### config.mk
export PLATFORM = sky130hd
export DESIGN_NAME = dmem_responder_flat
export DESIGN_NICKNAME = d
export VERILOG_FILES = /design/src/rtl/arm_mem_pkg.sv /design/src/rtl/dmem_responder_if.sv /design/src/rtl/dmem_wb_fifo.sv /design/src/rtl/dmem_responder.sv /design/src/flat_wrapper.sv
export SDC_FILE = /design/constraint.sdc
export NUM_CORES = 2
export LEC_CHECK = 0
export ABC_AREA = 1
export CAP_MARGIN = 30
export CORE_ASPECT_RATIO = 0.75
export CORE_MARGIN = 2
export CORE_UTILIZATION = 50
export DETAILED_ROUTE_END_ITERATION = 10
export PLACE_DENSITY = 0.69
export SYNTH_ARGS = -nofsm -noshare
export SYNTH_HDL_FRONTEND = slang
export SYNTH_HIERARCHICAL = 1
export SYNTH_SLANG_ARGS = --single-unit
### constraint.sdc
create_clock -name clk -period 10.45 [get_ports clk]
set_clock_uncertainty 0.2 [all_clocks]
set_input_delay 3.135 -clock clk [delete_from_list [all_inputs] [get_ports clk]]
set_output_delay 3.135 -clock clk [all_outputs]
set_load 0.01 [all_outputs]
### src/rtl/arm_mem_pkg.sv
// arm_mem_pkg: shared types and default geometry for the data-memory path.
//   DMEM_DEPTH_WORDS : default number of 32-bit words in the data array
//   DMEM_WB_DEPTH    : default write-buffer depth (power of two, >= 2)
//   DMEM_ADDR_W      : word-address width matching DMEM_DEPTH_WORDS
//   wb_entry_t       : one buffered store {word address, data}
package arm_mem_pkg;

  localparam int unsigned DMEM_DEPTH_WORDS = 64;
  localparam int unsigned DMEM_WB_DEPTH    = 4;
  localparam int unsigned DMEM_ADDR_W      = $clog2(DMEM_DEPTH_WORDS);

  typedef struct packed {
    logic [DMEM_ADDR_W-1:0] addr;
    logic [31:0]            data;
  } wb_entry_t;

endpackage

### src/rtl/dmem_responder_if.sv
// dmem_responder_if: M-stage data port between the core and the data memory.
//   MemWriteM / MemReadM : store / load request (core -> memory)
//   ALUOutM              : byte address (core -> memory)
//   WriteDataM           : store data (core -> memory)
//   ReadDataM            : load data, combinational (memory -> core)
//   StallMemM            : hold the M stage while high (memory -> core)
// Modports: master = core side, slave = memory side.
interface dmem_responder_if;

  logic        MemWriteM;
  logic        MemReadM;
  logic [31:0] ALUOutM;
  logic [31:0] WriteDataM;
  logic [31:0] ReadDataM;
  logic        StallMemM;

  modport master (
    output MemWriteM, MemReadM, ALUOutM, WriteDataM,
    input  ReadDataM, StallMemM
  );

  modport slave (
    input  MemWriteM, MemReadM, ALUOutM, WriteDataM,
    output ReadDataM, StallMemM
  );

endinterface

### src/rtl/dmem_wb_fifo.sv
// dmem_wb_fifo: in-order circular write buffer for posted stores.
//   clk, reset        : clock, synchronous active-low reset (clears pointers/count)
//   push, pushAddr/Data : enqueue one store at the tail
//   pop               : retire the head entry
//   ordValid/Addr/Data: entries listed oldest (index 0) to newest
//   headAddr/headData : oldest entry, next to be written to the array
//   full, empty, count: occupancy status (count is registered)
module dmem_wb_fifo #(
  parameter int unsigned ADDR_W   = 6,
  parameter int unsigned WB_DEPTH = 4
) (
  input  logic                             clk,
  input  logic                             reset,
  input  logic                             push,
  input  logic [ADDR_W-1:0]                pushAddr,
  input  logic [31:0]                      pushData,
  input  logic                             pop,
  output logic [WB_DEPTH-1:0]              ordValid,
  output logic [WB_DEPTH-1:0][ADDR_W-1:0]  ordAddr,
  output logic [WB_DEPTH-1:0][31:0]        ordData,
  output logic [ADDR_W-1:0]                headAddr,
  output logic [31:0]                      headData,
  output logic                             full,
  output logic                             empty,
  output logic [$clog2(WB_DEPTH):0]        count
);

  localparam int unsigned PW = $clog2(WB_DEPTH);
  localparam int unsigned CW = PW + 1;

  // Same layout as arm_mem_pkg::wb_entry_t, but sized by this instance's ADDR_W.
  typedef struct packed {
    logic [ADDR_W-1:0] addr;
    logic [31:0]       data;
  } entry_t;

  entry_t          slots [WB_DEPTH];
  logic [PW-1:0]   head;
  logic [PW-1:0]   tail;

  always_ff @(posedge clk) begin
    if (!reset) begin
      head  <= '0;
      tail  <= '0;
      count <= '0;
    end else begin
      if (push) tail <= tail + PW'(1);
      if (pop)  head <= head + PW'(1);
      unique case ({push, pop})
        2'b10:   count <= count + CW'(1);
        2'b01:   count <= count - CW'(1);
        default: count <= count;
      endcase
    end
  end

  // Entry storage needs no reset: validity comes from head/count only.
  always_ff @(posedge clk) begin
    if (push) slots[tail] <= '{addr: pushAddr, data: pushData};
  end

  // Present entries in age order so the caller can pick the newest match
  // with a simple ascending scan.
  always_comb begin
    logic [PW-1:0] slot;
    ordValid = '0;
    ordAddr  = '0;
    ordData  = '0;
    for (int unsigned k = 0; k < WB_DEPTH; k++) begin
      slot        = head + PW'(k);
      ordValid[k] = CW'(k) < count;
      ordAddr[k]  = slots[slot].addr;
      ordData[k]  = slots[slot].data;
    end
  end

  assign headAddr = slots[head].addr;
  assign headData = slots[head].data;
  assign full     = count == CW'(WB_DEPTH);
  assign empty    = count == '0;

endmodule

### src/rtl/dmem_responder.sv
// dmem_responder: data-memory responder for the core's M-stage data port.
// Word-addressed array with one shared port; stores are posted into an
// in-order write buffer that drains one entry per idle port cycle, loads
// are answered combinationally.
//   clk      : clock, all state changes on the rising edge
//   reset    : synchronous, active-low; discards buffered stores (array kept)
//   bus      : dmem_responder_if.slave (MemWriteM, MemReadM, ALUOutM,
//              WriteDataM in; ReadDataM, StallMemM out)
//   WbEmpty  : registered, buffer holds no entries
//   WbCount  : registered buffer occupancy
// Build option DMEM_BYPASS_EN: loads hitting buffered stores take the newest
// matching entry's data instead of stalling until the buffer drains.
module dmem_responder
  import arm_mem_pkg::*;
#(
  parameter int unsigned DEPTH_WORDS = DMEM_DEPTH_WORDS,
  parameter int unsigned ADDR_W      = DMEM_ADDR_W,
  parameter int unsigned WB_DEPTH    = DMEM_WB_DEPTH
) (
  input  logic                      clk,
  input  logic                      reset,
  dmem_responder_if.slave           bus,
  output logic                      WbEmpty,
  output logic [$clog2(WB_DEPTH):0] WbCount
);

  logic [31:0]                      mem [DEPTH_WORDS];
  logic [ADDR_W-1:0]                wordIdx;
  logic                             loadReq;
  logic                             push;
  logic                             pop;
  logic                             portIdle;
  logic                             fifoFull;
  logic                             fifoEmpty;
  logic [WB_DEPTH-1:0]              ordValid;
  logic [WB_DEPTH-1:0][ADDR_W-1:0]  ordAddr;
  logic [WB_DEPTH-1:0][31:0]        ordData;
  logic [ADDR_W-1:0]                headAddr;
  logic [31:0]                      headData;
  logic                             anyMatch;
  logic [31:0]                      matchData;
  logic                             fullStall;
  logic                             loadStall;
  logic                             unusedAddrBits;

  assign wordIdx        = bus.ALUOutM[ADDR_W+1:2];
  assign unusedAddrBits = ^{bus.ALUOutM[31:ADDR_W+2], bus.ALUOutM[1:0]};

  // A simultaneous read+write is treated as a store; the read half is dropped.
  assign loadReq = bus.MemReadM && !bus.MemWriteM;

  // Ascending age scan: a later (newer) match overrides an older one.
  always_comb begin
    anyMatch  = 1'b0;
    matchData = '0;
    for (int unsigned k = 0; k < WB_DEPTH; k++) begin
      if (ordValid[k] && ordAddr[k] == wordIdx) begin
        anyMatch  = 1'b1;
        matchData = ordData[k];
      end
    end
  end

  assign fullStall = bus.MemWriteM && fifoFull;
`ifdef DMEM_BYPASS_EN
  assign loadStall = 1'b0;
`else
  logic unusedMatchData;
  assign unusedMatchData = ^matchData;
  assign loadStall       = loadReq && anyMatch;
`endif
  assign bus.StallMemM = fullStall || loadStall;

  // The port is busy only when MemReadM is high and the cycle is not stalled.
  assign portIdle = !bus.MemReadM || bus.StallMemM;
  assign push     = bus.MemWriteM && !bus.StallMemM;
  // Gating by reset keeps a discarded head entry from reaching the array.
  assign pop      = reset && !fifoEmpty && portIdle;

  always_comb begin
    bus.ReadDataM = '0;
    if (loadReq) begin
      bus.ReadDataM = mem[wordIdx];
`ifdef DMEM_BYPASS_EN
      if (anyMatch) bus.ReadDataM = matchData;
`endif
    end
  end

  always_ff @(posedge clk) begin
    if (pop) mem[headAddr] <= headData;
  end

  dmem_wb_fifo #(
    .ADDR_W   (ADDR_W),
    .WB_DEPTH (WB_DEPTH)
  ) u_wbFifo (
    .clk      (clk),
    .reset    (reset),
    .push     (push),
    .pushAddr (wordIdx),
    .pushData (bus.WriteDataM),
    .pop      (pop),
    .ordValid (ordValid),
    .ordAddr  (ordAddr),
    .ordData  (ordData),
    .headAddr (headAddr),
    .headData (headData),
    .full     (fifoFull),
    .empty    (fifoEmpty),
    .count    (WbCount)
  );

  assign WbEmpty = fifoEmpty;

endmodule

### src/flat_wrapper.sv
// flat-port wrapper written by rule: the top's interface ports become plain ports
module dmem_responder_flat import arm_mem_pkg::*;
#(
  parameter int unsigned DEPTH_WORDS = DMEM_DEPTH_WORDS,
  parameter int unsigned ADDR_W      = DMEM_ADDR_W,
  parameter int unsigned WB_DEPTH    = DMEM_WB_DEPTH
)
  (clk, reset, WbEmpty, WbCount, bus_MemWriteM, bus_MemReadM, bus_ALUOutM, bus_WriteDataM, bus_ReadDataM, bus_StallMemM);
  dmem_responder_if bus_i ();
  input  logic clk;
  input  logic reset;
  output logic WbEmpty;
  output logic [$clog2(WB_DEPTH):0] WbCount;
  input wire logic [$bits(bus_i.MemWriteM)-1:0] bus_MemWriteM;
  input wire logic [$bits(bus_i.MemReadM)-1:0] bus_MemReadM;
  input wire logic [$bits(bus_i.ALUOutM)-1:0] bus_ALUOutM;
  input wire logic [$bits(bus_i.WriteDataM)-1:0] bus_WriteDataM;
  output wire logic [$bits(bus_i.ReadDataM)-1:0] bus_ReadDataM;
  output wire logic [$bits(bus_i.StallMemM)-1:0] bus_StallMemM;
  assign bus_i.MemWriteM = bus_MemWriteM;
  assign bus_i.MemReadM = bus_MemReadM;
  assign bus_i.ALUOutM = bus_ALUOutM;
  assign bus_i.WriteDataM = bus_WriteDataM;
  assign bus_ReadDataM = bus_i.ReadDataM;
  assign bus_StallMemM = bus_i.StallMemM;
  dmem_responder #(.DEPTH_WORDS(DEPTH_WORDS), .ADDR_W(ADDR_W), .WB_DEPTH(WB_DEPTH)) u_core (.clk(clk), .reset(reset), .bus(bus_i), .WbEmpty(WbEmpty), .WbCount(WbCount));
endmodule
# ---- Word level (Yosys, flattened, before mapping)
# Memories as Yosys holds them, arrays and structs flattened. A register that Yosys moved wholly into a read port is not among the register bits.
# Index checks and enable logic that the tools add are counted.
dict set report word_totals {
  n_memories 2
  mem_bits_ro 0
  out_inout_bits 37
  mem_bits_rw 2200
  latch_bits 0
  input_bits 68
  ff_bits 7
  wordCells 52
}
dict set report classes {
  div 0
  n_lt_le_gt_ge 4
  reduce_logical 18
  n_bitwise 0
  shift 0
  add_sub_neg 6
  muxes 12
  n_eq_ne 7
  n_mul 0
}
# memory depth width rd rd_clocked_by_memory_dff write_ports line_no
set memory_table {}
lappend memory_table {u_core.mem 64 32 1 0 1 dmem_responder.sv:27} ;# logic [31:0] mem [DEPTH_WORDS];
lappend memory_table {u_core.u_wbFifo.slots 4 38 4 1 1 dmem_wb_fifo.sv:37} ;# entry_t slots [WB_DEPTH];
# op n
set op_table {}
lappend op_table {{2-to-1 mux 32 bit} 1}
lappend op_table {{== test 6 bit} 4}
lappend op_table {{logical AND 1 bit} 10}
lappend op_table {{2-to-1 mux 1 bit} 8}
lappend op_table {{< comparator 1 x 3 -> 1 bit, first input constant} 2}
lappend op_table {{< comparator 2 x 3 -> 1 bit, first input constant} 2}
lappend op_table {{one-hot mux 3 bit (2 select lines)} 1}
lappend op_table {{adder 2 x 1 -> 2 bit, second input constant} 2}
lappend op_table {{adder 2 bit, second input constant} 2}
lappend op_table {{zero test 1 bit} 4}
lappend op_table {{2-to-1 mux 2 bit} 2}
lappend op_table {{adder 3 x 1 -> 3 bit, second input constant} 1}
lappend op_table {{== test 3 bit, second input constant} 1}
lappend op_table {{zero test 3 bit} 1}
lappend op_table {{subtractor 3 x 1 -> 3 bit, second input constant} 1}
lappend op_table {{== test 2 x 1 -> 1 bit, second input constant} 1}
lappend op_table {{== test 2 bit, second input constant} 1}
lappend op_table {{logical OR 1 bit} 2}
lappend op_table {{nonzero test 2 bit} 1}

# ---- Longest topological paths before layout
# An unclocked memory read counts as a cell.
dict set report depth {
  depth_word 13
  mapped_depth 27
  depth_no_buf 25
}

# ---- Cells and area by module
# The synthesis kept the hierarchy.
# module cells_each instances area_each_um2 seq_area_each_um2
set by_module_without_submodules {}
lappend by_module_without_submodules {dmem_responder 6791 1 82347.7 61499.0}
lappend by_module_without_submodules {dmem_wb_fifo 1069 1 9130.0 4744.6}

# ---- Worst setup path before layout
# OpenSTA, ideal clock, no wires.
dict set report synth_path {
  kind {input to output}
  start {in bus_ALUOutM[3]}
  end {out bus_ReadDataM[4]}
  required_ns 7.115
  arrival_ns 4.488
  slack_ns 2.627
  path_buffers 3
  path_stages 10
  path_cell_list {inv_1 > buf_2 > buf_2 > clkbuf_1 > o21ai_0 > o22ai_1 > nand2_1 > a31oi_1 > nor2_1 > nor2_1}
}
dict set report synth_between {
  elab_chain_len 2
}
# item line_no
set synth_lines {}
lappend synth_lines {{start, declared} flat_wrapper.sv:16} ;# input wire logic [$bits(bus_i.ALUOutM)-1:0] bus_ALUOutM;
lappend synth_lines {{memory read (64 x 32 bit)} -}
lappend synth_lines {{2-to-1 mux 32 bit} dmem_responder.sv:82} ;# if (loadReq) begin
lappend synth_lines {{end, declared} flat_wrapper.sv:18} ;# output wire logic [$bits(bus_i.ReadDataM)-1:0] bus_ReadDataM;
# No other way between the ends.

# ---- Final worst setup path
dict set report layout_path {
  start {in bus_ALUOutM[3]}
  end {out bus_ReadDataM[16]}
}
# Same word-level chain as after synthesis.

==> metrics.md <==
| Metric | Value |
|---|---|
| Hold WC Path Type | flop to flop |
| Minimum clock period | around 9600 ps |
| CP arrival | 6270 ps |
| Status | finished clean |
| Syn_nets | 7464 |
| Max transition margin | between 30% and 40% |
| Total number of vias | slightly below 60000 |
| # DRC | 0 |
| Commonest non-fill, non-tap cell in the layout | edfxtp_1 |
| Clk_lat worst skew | around 830 ps |
| DRT Pass-1 Iters | 7 |
| Clk root buf | clkbuf_16 |
| HPWL after DPL | 125000 µm |
| Max cap viols | 0 |
| Via density | ~5.9 |
| Die Y | 370 µm |
| CTS tree | yes |
| ANT nets after route | 0 |
| Clock transition at path regs | roughly 60 ps |
| Synthesized area | roughly 89000 µm² |
| Initial Utilization | 50.3% |
| Yosys warns | 6 |
| Leakage | between 30 and 40 nW |
| Max VDD drop | 0.146 mV |
| RSZ-0062 raised after global routing | no |
| Final setup TNS | 0 ps |
| CP Capture Type | output port |
| Drt total wl | 232000 µm |
| Most frequent cells in the layout | 2200 x edfxtp_1, 1935 x nand2_1, 1386 x nand3_1, 453 x nor2_1, 377 x o21ai_0 |
| Final hold violations | 0 |
| IO buf count | 78 |
| Critical path class | input pin to output port |
| Pwr dens | 188 nW/µm² |
| ANT cells | 0 |
| Layout cells sized above 1 | under 10% |
| Worst R2R Setup Slack | 4550 ps |
| Critical-path maximum fanout | 63 |
| Slew Viols, Final | 0 |
| DRT iter0 DRCs | just over 7000 |
| Post-CTS setup buffer count | 0 |
| Met2 WL | 108000 µm |
| Total congestion overflow | 0 |
| Avg Inst Size Synth | 12.1 µm² |
| Drt wl/cell | 23.5 µm |
| Ports | 105 |
| Nets | around 7400 |
| M1 wire length | 96200 µm |
| Die ar. | 182000 µm² |
| Initial antenna violation count | 0 |
| Worst Max-Slew Pin Slew | 1030 ps |
| Critical Path Source Type | input pin |
| Clock sinks | 2209 |
| Max layer used | met4 |
| Worst EP required | 7120 ps |
| Core Util, Final | 56.2% |
| Syn Inst Count | approximately 7400 |
| First-pass GRT wire length | 347000 µm |
| Placer Congestion | 0.853 |
| Pin count of the biggest net entering global routing | roughly 150 |
| Total track usage | about a quarter |
| # setup viols final | 0 |
| Crit share post-route | approximately nine tenths |
| Fmax | 0.104 GHz |
| Met3 WL | 21000 µm |
| Core area | 178000 µm² |
| Clock tree buffer depth | 3 |
| CTS Hold Bufs | 0 |
| Vias in the first global route | about 56000 |
| Area Overhead vs Synth | 11.8% |
| Rows | 134 |
| Post-CTS Resized | 0 |
| CTS Buf Count | 202 |
| # H-tree levels | 4 |
| Chip Width | 492 µm |
==> sequential cells by signal (all words and copies together) (netlist names), named ones only <==
| name | cells |
|---|---|
| u_core/mem | 2048 |
| u_core/u_wbFifo/count | 3 |
| u_core/u_wbFifo/head | 2 |
| u_core/u_wbFifo/slots | 152 |
| u_core/u_wbFifo/tail | 2 |
==> critical path, cell delays in order <==
cell and delay, ps:
buf_8 340, buf_4 730, o21ai_0 210, o22ai_1 210, nand2_1 90, nand3_1 150
nand3_1 190, nand3_1 140, nand2_1 110, nor2_1 250, clkdlybuf4s50_1 600
==> final timing paths <==
| check | startpoint | endpoint | cells after the start |
|---|---|---|---|
| worst max-delay path | bus_ALUOutM[3] | bus_ReadDataM[16] | 11 |
| worst min-delay path | u_core/u_wbFifo/tail[1] | u_core/u_wbFifo/tail[1] | 2 |
| worst max register to register | flop | u_core/mem[48][10] | 17 |
| worst min register to register | u_core/u_wbFifo/tail[1] | u_core/u_wbFifo/tail[1] | 2 |
==> power by group <==
part	leakage (nW)	switching, mW	internal (mW)
sequential	19.9	0.0201	10.1
combinational	11.3	1.19	0.363
clock	3.02	3.18	3.93
==> area by class of cell <==
| class | count | area [µm²] |
|---|---|---|
| fillers | 14000 | 77800 |
| flip-flops and latches | 2209 | 66200 |
| multi-input cells | 4557 | 21000 |
| clock buffers | 247 | 5290 |
| well taps | 2380 | 2980 |
| repair buffers | 291 | 2860 |
| clock inverters | 116 | 938 |
| inverters | 101 | 408 |
==> layer usage <==
layer	GRT usage, %	vias up
met1	36.3	28600
li1	-	26200
met4	8.97	0
met3	3.49	420
met2	39.5	2883
met5	0	-
==> metrics by stage <==
stage	instances	setup slack [ps]	instance area, µm²	hold slack [ps]	power [mW]
floorplan	7387	2630	89200	294	11.3
finish	9901	841	99700	345	18.8
CTS	9901	831	99700	347	18.9
global placement	9537	839	93500	306	11.8
global route	9901	739	99700	386	19.3
detailed placement	9538	834	93500	339	11.9
No activity file was read; power rests on OpenSTA's default activity.
